$ cat src/rtl/last_beat_tracker.sv
// TLAST verdict generator for the GEM rx DMA-to-AXI-Stream path: one last/not-last verdict per previous AW beat.
// Optional statistics counters are enabled with `define LASTBEAT_STATS_EN.

module last_beat_tracker_chk #(
   parameter int ADDR_WIDTH        = 12,
   parameter int BUS_WIDTH         = 32,
   parameter int OUTSTANDING_WIDTH = 2
) (
   input  logic                         clk,
   input  logic                         reset_n,
   input  logic                         i_push,
   input  logic                         i_pop,
   input  logic                         i_full,
   input  logic                         i_beat,
   input  logic [ADDR_WIDTH-1:0]        i_addr,
   input  logic [OUTSTANDING_WIDTH:0]   i_outstanding
);
   localparam logic [ADDR_WIDTH-1:0]        ALIGN_MASK = ADDR_WIDTH'(BUS_WIDTH / 8 - 1);
   localparam logic [OUTSTANDING_WIDTH:0]   MAX_OUT    = (OUTSTANDING_WIDTH + 1)'(2 ** OUTSTANDING_WIDTH);

   a_no_overflow: assert property (@(posedge clk) disable iff (!reset_n)
      !(i_push && i_full && !i_pop));

   a_outstanding_bound: assert property (@(posedge clk) disable iff (!reset_n)
      i_outstanding <= MAX_OUT);

   a_beat_aligned: assert property (@(posedge clk) disable iff (!reset_n)
      !i_beat || ((i_addr & ALIGN_MASK) == '0));
endmodule

module last_beat_tracker #(
   parameter int ADDR_WIDTH        = 12,
   parameter int BUS_WIDTH         = 32,
   parameter int BASE_ADDR         = 0,
   parameter int NUM_BUFS          = 1,
   parameter int BUF_STRIDE        = 2048,
   parameter int OUTSTANDING_WIDTH = 2,
   parameter int OUT_FIFO_DEPTH    = 4
) (
   input  logic                         clk,
   input  logic                         reset_n,
   input  logic [ADDR_WIDTH-1:0]        i_addr_data,
   input  logic                         i_addr_valid,
   output logic                         i_addr_ready,
   input  logic                         i_dma_complete,
   output logic                         o_last,
   output logic                         o_last_valid,
   input  logic                         o_last_ready,
   output logic                         o_err_spurious,
   output logic                         o_err_orphan,
   output logic [OUTSTANDING_WIDTH:0]   o_outstanding,
   output logic [15:0]                  o_stat_pkts,
   output logic [15:0]                  o_stat_spurious
);
   localparam int                CW      = OUTSTANDING_WIDTH + 1;
   localparam logic [CW-1:0]     MAX_OUT = CW'(2 ** OUTSTANDING_WIDTH);
   localparam int                PW      = (OUT_FIFO_DEPTH > 1) ? $clog2(OUT_FIFO_DEPTH) : 1;
   localparam int                FW      = PW + 1;

   logic [CW-1:0]  r_start_cnt;
   logic [CW-1:0]  r_done_cnt;
   logic [CW-1:0]  r_outstanding;
   logic           r_err_spur;
   logic           r_err_orphan;

   logic           r_last;
   logic           r_last_valid;
   logic           r_mem [OUT_FIFO_DEPTH];
   logic [PW-1:0]  r_wr_ptr;
   logic [PW-1:0]  r_rd_ptr;
   logic [FW-1:0]  r_mem_cnt;

   logic           w_beat;
   logic           w_wrap;
   logic           w_o_zero;
   logic           w_o_one;
   logic           w_push;
   logic           w_push_val;
   logic           w_start_inc;
   logic           w_done_inc;
   logic           w_spur;
   logic           w_orphan;
   logic           w_pop;
   logic           w_mem_rd;
   logic           w_mem_wr;
   logic           w_full;
   logic [FW-1:0]  w_count;
   logic [FW-1:0]  w_free;
   logic [CW-1:0]  w_start_nxt;
   logic [CW-1:0]  w_done_nxt;

   // Total occupancy includes the registered head stage; two free slots keep room for a tie-off.
   assign w_count      = r_mem_cnt + {{PW{1'b0}}, r_last_valid};
   assign w_free       = FW'(OUT_FIFO_DEPTH) - w_count;
   assign w_full       = (w_count == FW'(OUT_FIFO_DEPTH));
   assign i_addr_ready = (r_outstanding != MAX_OUT) && (w_free >= FW'(2));
   assign w_beat       = i_addr_valid && i_addr_ready;
   assign w_o_zero     = (r_outstanding == CW'(0));
   assign w_o_one      = (r_outstanding == CW'(1));
   assign w_pop        = r_last_valid && o_last_ready;
   assign w_start_nxt  = r_start_cnt + CW'(w_start_inc);
   assign w_done_nxt   = r_done_cnt + CW'(w_done_inc);

   // Ring-buffer base match: a beat at any buffer base starts a new packet.
   always_comb begin
      w_wrap = 1'b0;
      for (int k = 0; k < NUM_BUFS; k++) begin
         w_wrap = w_wrap | (i_addr_data == ADDR_WIDTH'(BASE_ADDR + k * BUF_STRIDE));
      end
   end

   // Per-cycle event decision, completes taking priority over beats.
   always_comb begin
      w_push      = 1'b0;
      w_push_val  = 1'b0;
      w_start_inc = 1'b0;
      w_done_inc  = 1'b0;
      w_spur      = 1'b0;
      w_orphan    = 1'b0;
      if (i_dma_complete && w_o_zero) begin
         w_spur = 1'b1;
         if (w_beat) begin
            if (w_wrap) begin
               w_start_inc = 1'b1;
            end else begin
               w_orphan = 1'b1;
            end
         end else begin
            w_orphan = 1'b0;
         end
      end else if (i_dma_complete && w_o_one) begin
         w_push     = 1'b1;
         w_push_val = 1'b1;
         w_done_inc = 1'b1;
         if (w_beat) begin
            if (w_wrap) begin
               w_start_inc = 1'b1;
            end else begin
               w_orphan = 1'b1;
            end
         end else begin
            w_orphan = 1'b0;
         end
      end else if (i_dma_complete) begin
         w_done_inc = 1'b1;
         if (w_beat) begin
            w_push      = 1'b1;
            w_push_val  = w_wrap;
            w_start_inc = w_wrap;
         end else begin
            w_push = 1'b0;
         end
      end else if (w_beat) begin
         if (w_o_zero) begin
            if (w_wrap) begin
               w_start_inc = 1'b1;
            end else begin
               w_orphan = 1'b1;
            end
         end else begin
            w_push      = 1'b1;
            w_push_val  = w_wrap;
            w_start_inc = w_wrap;
         end
      end else begin
         w_push = 1'b0;
      end
   end

   // Storage behind the head register is used only when the head is occupied and not being replaced by the push.
   always_comb begin
      w_mem_rd = w_pop && (r_mem_cnt != FW'(0));
      if (w_push && r_last_valid && !(w_pop && (r_mem_cnt == FW'(0)))) begin
         w_mem_wr = !w_full || w_pop;
      end else begin
         w_mem_wr = 1'b0;
      end
   end

   // Packet counters, outstanding count and error pulses.
   always_ff @(posedge clk or negedge reset_n) begin
      if (!reset_n) begin
         r_start_cnt   <= '0;
         r_done_cnt    <= '0;
         r_outstanding <= '0;
         r_err_spur    <= 1'b0;
         r_err_orphan  <= 1'b0;
      end else begin
         r_start_cnt   <= w_start_nxt;
         r_done_cnt    <= w_done_nxt;
         r_outstanding <= w_start_nxt - w_done_nxt;
         r_err_spur    <= w_spur;
         r_err_orphan  <= w_orphan;
      end
   end

   // Registered first-word-fall-through head stage.
   always_ff @(posedge clk or negedge reset_n) begin
      if (!reset_n) begin
         r_last       <= 1'b0;
         r_last_valid <= 1'b0;
      end else if (w_pop) begin
         if (w_mem_rd) begin
            r_last <= r_mem[r_rd_ptr];
         end else if (w_push) begin
            r_last <= w_push_val;
         end else begin
            r_last       <= 1'b0;
            r_last_valid <= 1'b0;
         end
      end else if (!r_last_valid && w_push) begin
         r_last       <= w_push_val;
         r_last_valid <= 1'b1;
      end else begin
         r_last <= r_last;
      end
   end

   // Backing storage and pointers.
   always_ff @(posedge clk or negedge reset_n) begin
      if (!reset_n) begin
         for (int i = 0; i < OUT_FIFO_DEPTH; i++) begin
            r_mem[i] <= 1'b0;
         end
         r_wr_ptr  <= '0;
         r_rd_ptr  <= '0;
         r_mem_cnt <= '0;
      end else begin
         if (w_mem_wr) begin
            r_mem[r_wr_ptr] <= w_push_val;
            r_wr_ptr        <= r_wr_ptr + PW'(1);
         end else begin
            r_wr_ptr <= r_wr_ptr;
         end
         if (w_mem_rd) begin
            r_rd_ptr <= r_rd_ptr + PW'(1);
         end else begin
            r_rd_ptr <= r_rd_ptr;
         end
         r_mem_cnt <= r_mem_cnt + FW'(w_mem_wr) - FW'(w_mem_rd);
      end
   end

   assign o_last         = r_last;
   assign o_last_valid   = r_last_valid;
   assign o_err_spurious = r_err_spur;
   assign o_err_orphan   = r_err_orphan;
   assign o_outstanding  = r_outstanding;

`ifdef LASTBEAT_STATS_EN
   logic [15:0] r_stat_pkts;
   logic [15:0] r_stat_spurious;

   // Saturating statistics: popped LAST verdicts and spurious completes.
   always_ff @(posedge clk or negedge reset_n) begin
      if (!reset_n) begin
         r_stat_pkts     <= 16'h0000;
         r_stat_spurious <= 16'h0000;
      end else begin
         if (w_pop && r_last && (r_stat_pkts != 16'hFFFF)) begin
            r_stat_pkts <= r_stat_pkts + 16'h0001;
         end else begin
            r_stat_pkts <= r_stat_pkts;
         end
         if (w_spur && (r_stat_spurious != 16'hFFFF)) begin
            r_stat_spurious <= r_stat_spurious + 16'h0001;
         end else begin
            r_stat_spurious <= r_stat_spurious;
         end
      end
   end

   assign o_stat_pkts     = r_stat_pkts;
   assign o_stat_spurious = r_stat_spurious;
`else
   assign o_stat_pkts     = 16'h0000;
   assign o_stat_spurious = 16'h0000;
`endif

   last_beat_tracker_chk #(
      .ADDR_WIDTH        (ADDR_WIDTH),
      .BUS_WIDTH         (BUS_WIDTH),
      .OUTSTANDING_WIDTH (OUTSTANDING_WIDTH)
   ) u_chk (
      .clk           (clk),
      .reset_n       (reset_n),
      .i_push        (w_push),
      .i_pop         (w_pop),
      .i_full        (w_full),
      .i_beat        (w_beat),
      .i_addr        (i_addr_data),
      .i_outstanding (r_outstanding)
   );
endmodule

$ cat config.mk
export PLATFORM = sky130hd
export DESIGN_NAME = last_beat_tracker
export DESIGN_NICKNAME = d
export VERILOG_FILES = /design/src/rtl/last_beat_tracker.sv
export SDC_FILE = /design/constraint.sdc
export NUM_CORES = 1
export LEC_CHECK = 0
export ABC_CLOCK_PERIOD_IN_PS = 3800
export BUFFER_PORTS_ARGS = -buffer_cell sky130_fd_sc_hd__buf_2
export CORE_MARGIN = 4
export CORE_UTILIZATION = 45
export CTS_CLUSTER_SIZE = 8
export DETAILED_ROUTE_END_ITERATION = 8
export PLACE_DENSITY_LB_ADDON = 0.1
export SETUP_SLACK_MARGIN = 0.02
export SLEW_MARGIN = 30
export SYNTH_ARGS = -nofsm -noshare
export SYNTH_HDL_FRONTEND = slang
export SYNTH_SLANG_ARGS = --single-unit
export TNS_END_PERCENT = 50
$ cat constraint.sdc
create_clock -name clk -period 3.8 [get_ports clk]
set_clock_uncertainty 0.15 [all_clocks]
set_input_delay 0.57 -clock clk [delete_from_list [all_inputs] [get_ports clk]]
set_output_delay 0.57 -clock clk [all_outputs]
set_load 0.005 [all_outputs]
==> metrics, run 1 <==
CP required=3.86 ns; first-pass GRT wire length=4.34 mm; Initial Util=a little under half; pre-CTS setup slack=~0.21 ns; crit-path leading delay family=adder cells; routed wire length=2.55 mm; largest net degree at the start of global routing=25; GR Util All Layers=12.5%; most common cell in the netlist=buf_4; post-synthesis xor/xnor area fraction=5.43%; min cycle time layout=3.58 ns; clock tree from TritonCTS=yes; Clk Latency, worst-skew pair=0.31 ns; via count=between 1000 and 1500; chip height=67.9 um; Final Hold Fails=0; buffers and inverters on the worst path=4; GP Congestion=between 0.7 and 0.8; final setup fails=0; CTS buffer count=3; Max stage delay on crit path=0.44 ns; Die Wd=approximately 68 um; Worst Path Max Fanout=8; dominant cells by area after synthesis=dfrtp_1 37%, buf_4 15%, ha_1 12%, o41ai_1 4.3%, xnor2_1 3.8%; H-tree levels=1; worst min path class=in2async; crit path launch type=register; clock buffer depth=2; initial antenna violation count=0; met1 Use GR=between 10% and 20%; combinational family with the most area after synthesis=buffers and inverters; Synth top area share=a little under two fifths; crit path kind=reg2reg; # Max-Cap Violations=0; Layout Cells excl Fill=around 220; Post-CTS Setup Bufs=0; CP Capture Type=register; Post-synth top cells=32 x buf_4, 24 x dfrtp_1, 16 x ha_1; simple-gate share of the synthesized area=10.8%; Fillers=307; FF-to-FF setup slack=0.22 ns; register area share after synthesis=37.2%; Max rail drop VDD=approximately 0.35 mV; Synth Area in Compound Gates=under 10%; Max Slew Vio Count=0; Port Buffer Count=24; row cnt=21; TritonRoute pass-1 iters=4; GR Util met3=3.61%; total gr overflow=0; floorplan core area=around 3400 sq um; Final #Nets=approximately 210; period utilization=between 90% and 100%; Core Util, Final=between 50% and 60%; cells along the critical path=ha_1 -> ha_1 -> inv_1 -> ha_1 -> ha_1 -> nor3b_2 -> o32a_4 -> nor3_4 -> inv_1 -> ha_1 -> inv_1 -> ha_1 -> inv_1 -> fa_1 -> xnor2_1 -> xnor2_1; CP max-delay cell=dfrtp_1; EDFF count, synth=0; Lkg Pwr=slightly below 0.9 nW; Slew HR=65.2%; Synth Area in Adders=14.9%; I/O pin cnt=57; Pwr Total=1.36 mW; Die ar.=between 4000 and 5000 sq um; drt initial violations=18; DR DRC count=0; Final WS setup=~0.22 ns; M2 GR Usage=22.2%; most used routing layer=met2; Cell Pwr Density=~800 nW/um^2; Post-DRT Antenna Nets=0; Post-Place Cells=218; number of diodes=0; Ys Warns=0; mean post-synth cell area=10.9 sq um; Worst Path Arrival=3.65 ns; area delta synth->final=6.59%; synthesis-stage register bit count=24; Routed WL per cell=11.5 um; Reg clk slew, reported paths=approximately 0.13 ns; vias in the first global route=~1000; share of layout cells above drive strength 1=a little under a quarter; synthesized area=1610 sq um; mux contribution to synthesized area=2.33%; Avg Vias per Cell=between 4 and 5; DP Wirelength=roughly 2.1 mm; cell taking the most area after synthesis=dfrtp_1; most used cell, CP=ha_1; Async S/R FF share, synth=100%; Syn Inst Count=148; # clock sinks=24; outcome=complete, no violations; Max Fclk=0.279 GHz; CTS root buffer=clkbuf_4; setup TNS=0 ns; RSZ-0062 raised after global routing=true; Tightest Pin Transition=0.523 ns; ys flop type=dfrtp_1; Yosys cell types=35
-- stage by stage --
step	hold slack, ns	area (sq um)
6_report	0.0577	1720
5_1_grt	0.0837	1720
4_1_cts	0.0759	1720
3_5_place_dp	0.311	1680
3_3_place_gp	0.309	1680
2_1_floorplan	0.124	1730
-- per-layer routing --
metal	vias to the layer above	share of wire, %
li1	496	-
met1	484	41
met2	38	50
met3	2	8.2
met4	0	0.71
met5	-	0
-- area by class of cell --
| class | count | area [sq um] | area share [%] |
|---|---|---|---|
| multi-input cells | 104 | 823 | 47.9 |
| flip-flops and latches | 24 | 601 | 34.9 |
| repair buffers | 26 | 135 | 7.85 |
| inverters | 18 | 67.6 | 3.93 |
| well taps | 46 | 57.6 | 3.35 |
| clock buffers | 4 | 36.3 | 2.11 |
-- worst paths after layout --
kind                                          start                       end  depth (start not counted)
min in group clk           r_start_cnt[2]$_DFF_PN0_  r_start_cnt[2]$_DFF_PN0_                          1
max in group asynchronous                   reset_n      r_mem[2]$_DFFE_PN0P_                          1
setup reg to reg             r_mem_cnt[0]$_DFF_PN0_    r_mem_cnt[2]$_DFF_PN0_                         16
hold / removal                              reset_n  o_err_spurious$_DFF_PN0_                          1
hold reg to reg            r_start_cnt[2]$_DFF_PN0_  r_start_cnt[2]$_DFF_PN0_                          1
setup / recovery             r_mem_cnt[0]$_DFF_PN0_    r_mem_cnt[2]$_DFF_PN0_                         16
-- worst register-to-register path, cell delays in order, from the launching register on --
cell	delay [ns]
dfrtp_1	0.44
ha_1	0.20
ha_1	0.29
inv_1	0.05
ha_1	0.19
ha_1	0.28
nor3b_2	0.05
o32a_4	0.41
nor3_4	0.23
inv_1	0.07
ha_1	0.26
inv_1	0.06
ha_1	0.13
inv_1	0.05
fa_1	0.37
xnor2_1	0.14
xnor2_1	0.12
-- sequential cells by signal, indices dropped and copies added, names as in the netlist, 2 cells and up --
register / flops
r_wr_ptr: 2
o_outstanding: 3
r_done_cnt: 3
r_start_cnt: 3
r_mem: 4
r_mem_cnt: 3
r_rd_ptr: 2
-- placed cells by master, fill, tap and decap left out, types with 3 or more instances in the layout --
master	count
dfrtp_1	24
nand2_1	6
inv_1	15
nor4_1	3
buf_2	24
clkbuf_4	3
o41ai_1	8
nor2_1	3
xor2_1	3
ha_1	16
xnor2_1	7
inv_2	3
conb_1	32
-- repair_timing --
action	4_1_cts	5_1_grt
hold buffers	0	0
endpoints found under the hold margin	0	0
endpoints found under the setup margin	0	2
resized for setup	0	1
-- report_power, final --
| part | total [mW] | internal, mW | switching (mW) | leakage, nW |
|---|---|---|---|---|
| logic | 0.764 | 0.368 | 0.396 | 0.576 |
| clock network | 0.136 | 0.0585 | 0.0772 | 0.0210 |
| registers | 0.456 | 0.364 | 0.0920 | 0.297 |
-- cell families (layout without fill, tap and decap cells) --
| logic type | Yosys count | after routing |
|---|---|---|
| multiplexers | 2 | 2 |
| buffers and inverters | 51 | 48 |
| adder cells (fa/ha/maj) | 18 | 18 |
| AND/OR/NAND/NOR | 25 | 25 |
| other | 1 | 32 |
| XOR/XNOR | 10 | 10 |
| AO/OA/AOI/OAI | 17 | 17 |
| flip-flops | 24 | 24 |
Power figures use the tool's default switching activity.
==> run 2, diff against run 1 <==
Settings changed: CORE_ASPECT_RATIO set to 1.5, CTS_CLUSTER_DIAMETER set to 40, CTS_CLUSTER_SIZE 8 to 24.
==> metrics, run 2 (same netlist as run 1, synthesis figures left out) <==
Die ar.=4630 sq um (+0.43%); Setup crit end=r_mem_cnt[2]$_DFF_PN0_; I/O pin cnt=57 (unchanged); vias in the first global route=1082 (+4.6%); DP Wirelength=2.41 mm (+13%); register share of total power=32.4% (-1.2 points); reg-to-reg endpoint=r_mem_cnt[2]$_DFF_PN0_; Tightest Pin Transition=0.658 ns (+0.135 ns); max reg flops=4 (unchanged); Core Util, Final=50.1% (-0.68 points); most common cell after layout, fill and taps aside=conb_1; Reg2Reg Depth=16 (unchanged); DR DRC count=0 (unchanged); Logic pwr share=55.5% (-0.9 points); CP required=3.80 ns (-0.06 ns); clock buffer depth=2 (unchanged); row cnt=26 (+24%); crit path launch type=register; H-tree levels=1 (unchanged); first-pass GRT wire length=4.91 mm (+13%); Lkg Pwr=0.897 nW (+0.26%); routed wire length=2.89 mm (+13%); share of layout cells above drive strength 1=23.4% (-0.44 points); Post-CTS Setup Bufs=0 (unchanged); TritonRoute pass-1 iters=4 (unchanged); Port Buffer Count=24 (unchanged); DP Area=1670 sq um (-0.75%); final setup fails=0 (unchanged); area delta synth->final=6.98%; Worst Path Max Fanout=8 (unchanged); # Max-Cap Violations=0 (unchanged); CTS root buffer=clkbuf_8; Final Hold Fails=0 (unchanged); Die Wd=56.9 um (-16%); clock tree from TritonCTS=yes; total gr overflow=0 (unchanged); Reg clk slew, reported paths=0.08 ns (-0.05 ns); Max rail drop VDD=0.505 mV (+43%); Clk Latency, worst-skew pair=0.26 ns (-0.05 ns); Cell Pwr Density=822 nW/um^2 (+4.2%); reg2reg start=r_mem_cnt[0]$_DFF_PN0_; RSZ-0062 raised after global routing=false; FF-to-FF setup slack=0.21 ns (about the same); Avg Vias per Cell=4.75 (+3.3%); CP Capture Type=register; # clock sinks=24 (unchanged); number of diodes=0 (unchanged); initial antenna violation count=0 (unchanged); commonest cells after routing, fill and taps aside=32 x conb_1, 24 x buf_2, 24 x dfrtp_1, 16 x ha_1, 15 x inv_1; cell area after layout=1730 sq um (+0.36%); crit path kind=reg2reg; CTS buffer count=3 (unchanged); min cycle time layout=3.59 ns (+0.00872 ns); Switch Pwr=594 uW (+5.0%); Slew HR=56.0% (-9.1 points); setup TNS=0 ns (unchanged); clock network power share=12.1% (+2.1 points); floorplan core area=3450 sq um (+1.7%); Final #Nets=211 (-0.47%); crit path launch=r_mem_cnt[0]$_DFF_PN0_; Max Fclk=0.278 GHz (-0.24%); pre-CTS setup slack=0.154 ns (-0.0567 ns); GR Util All Layers=13.5% (+0.98 points); Post-DRT Antenna Nets=0 (unchanged); worst min path class=in2async; Final WS setup=0.206 ns (-0.00872 ns); Pwr Total=1.42 mW (+4.6%); drt initial violations=7 (-11); CTS resizes=0 (unchanged); outcome=complete, no violations; switching share of total power=41.8% (+0.17 points); via count=1030 (+0.98%); period utilization=94.6% (+0.23 points); Max Slew Vio Count=0 (unchanged); register bank with the most flops=r_mem; GP Congestion=0.699 (-4.2%); Routed WL per cell=13.3 um (+16%); CTS Hold Bufs=0 (unchanged); internal power=825 uW (+4.3%); Initial Util=46.8% (-0.81 points); Worst Path Arrival=3.59 ns (-0.06 ns); chip height=81.4 um (+20%); largest net degree at the start of global routing=25 (unchanged)
-- run 2: routing by layer --
layer  track usage, %  vias to the layer above  routed length (um)
met5                0                        -                   0
met4             4.87                        0                  20
met3             3.18                        2                 183
met2             26.8                       29                1730
met1             13.2                      508                 961
li1                 -                      491                   -
-- run 2: layout make-up --
class,instances,area (sq um)
Clock buffer,4,55.1
Fill cell,339,1720
Inverter,18,67.6
Multi-Input combinational cell,104,823
Sequential cell,24,601
Tap cell,42,52.6
Timing Repair Buffer,25,128
-- run 2: worst min-delay path by stage --
stage,from,end,depth (start not counted)
after floorplan,reset_n,o_err_orphan$_DFF_PN0_,0
after global placement,r_start_cnt[2]$_DFF_PN0_,r_start_cnt[2]$_DFF_PN0_,1
after detailed placement,r_done_cnt[2]$_DFF_PN0_,r_done_cnt[2]$_DFF_PN0_,1
after CTS,reset_n,o_last_valid$_DFFE_PN0P_,1
after global routing,reset_n,o_last_valid$_DFFE_PN0P_,1
final,reset_n,r_wr_ptr[1]$_DFFE_PN0P_,1
-- run 2: per-stage QoR --
stage,std cells,hold slack [ns]
after floorplan,179,0.124
after global placement,213,0.311
after detailed placement,213,0.311
after CTS,217,0.138
after global routing,217,0.170
final,217,0.130
-- run 2: power groups by stage --
stage	Sequential [mW]	Combinational, mW	Clock (mW)
finish	0.460	0.787	0.172
global route	0.473	0.904	0.188
CTS	0.460	0.780	0.179
detailed placement	0.466	0.776	0
global placement	0.462	0.749	0
floorplan	0.452	0.603	0
-- run 2: worst max-delay path, cell delays in order, from the launching register on --
cell and delay (ns):
dfrtp_1 0.43, ha_1 0.20, ha_1 0.30, inv_1 0.05
ha_1 0.19, ha_1 0.29, nor3b_2 0.06, o32a_4 0.40
nor3_4 0.19, inv_1 0.07, ha_1 0.27, inv_1 0.06
ha_1 0.14, inv_1 0.05, fa_1 0.37, xnor2_1 0.15
xnor2_1 0.13
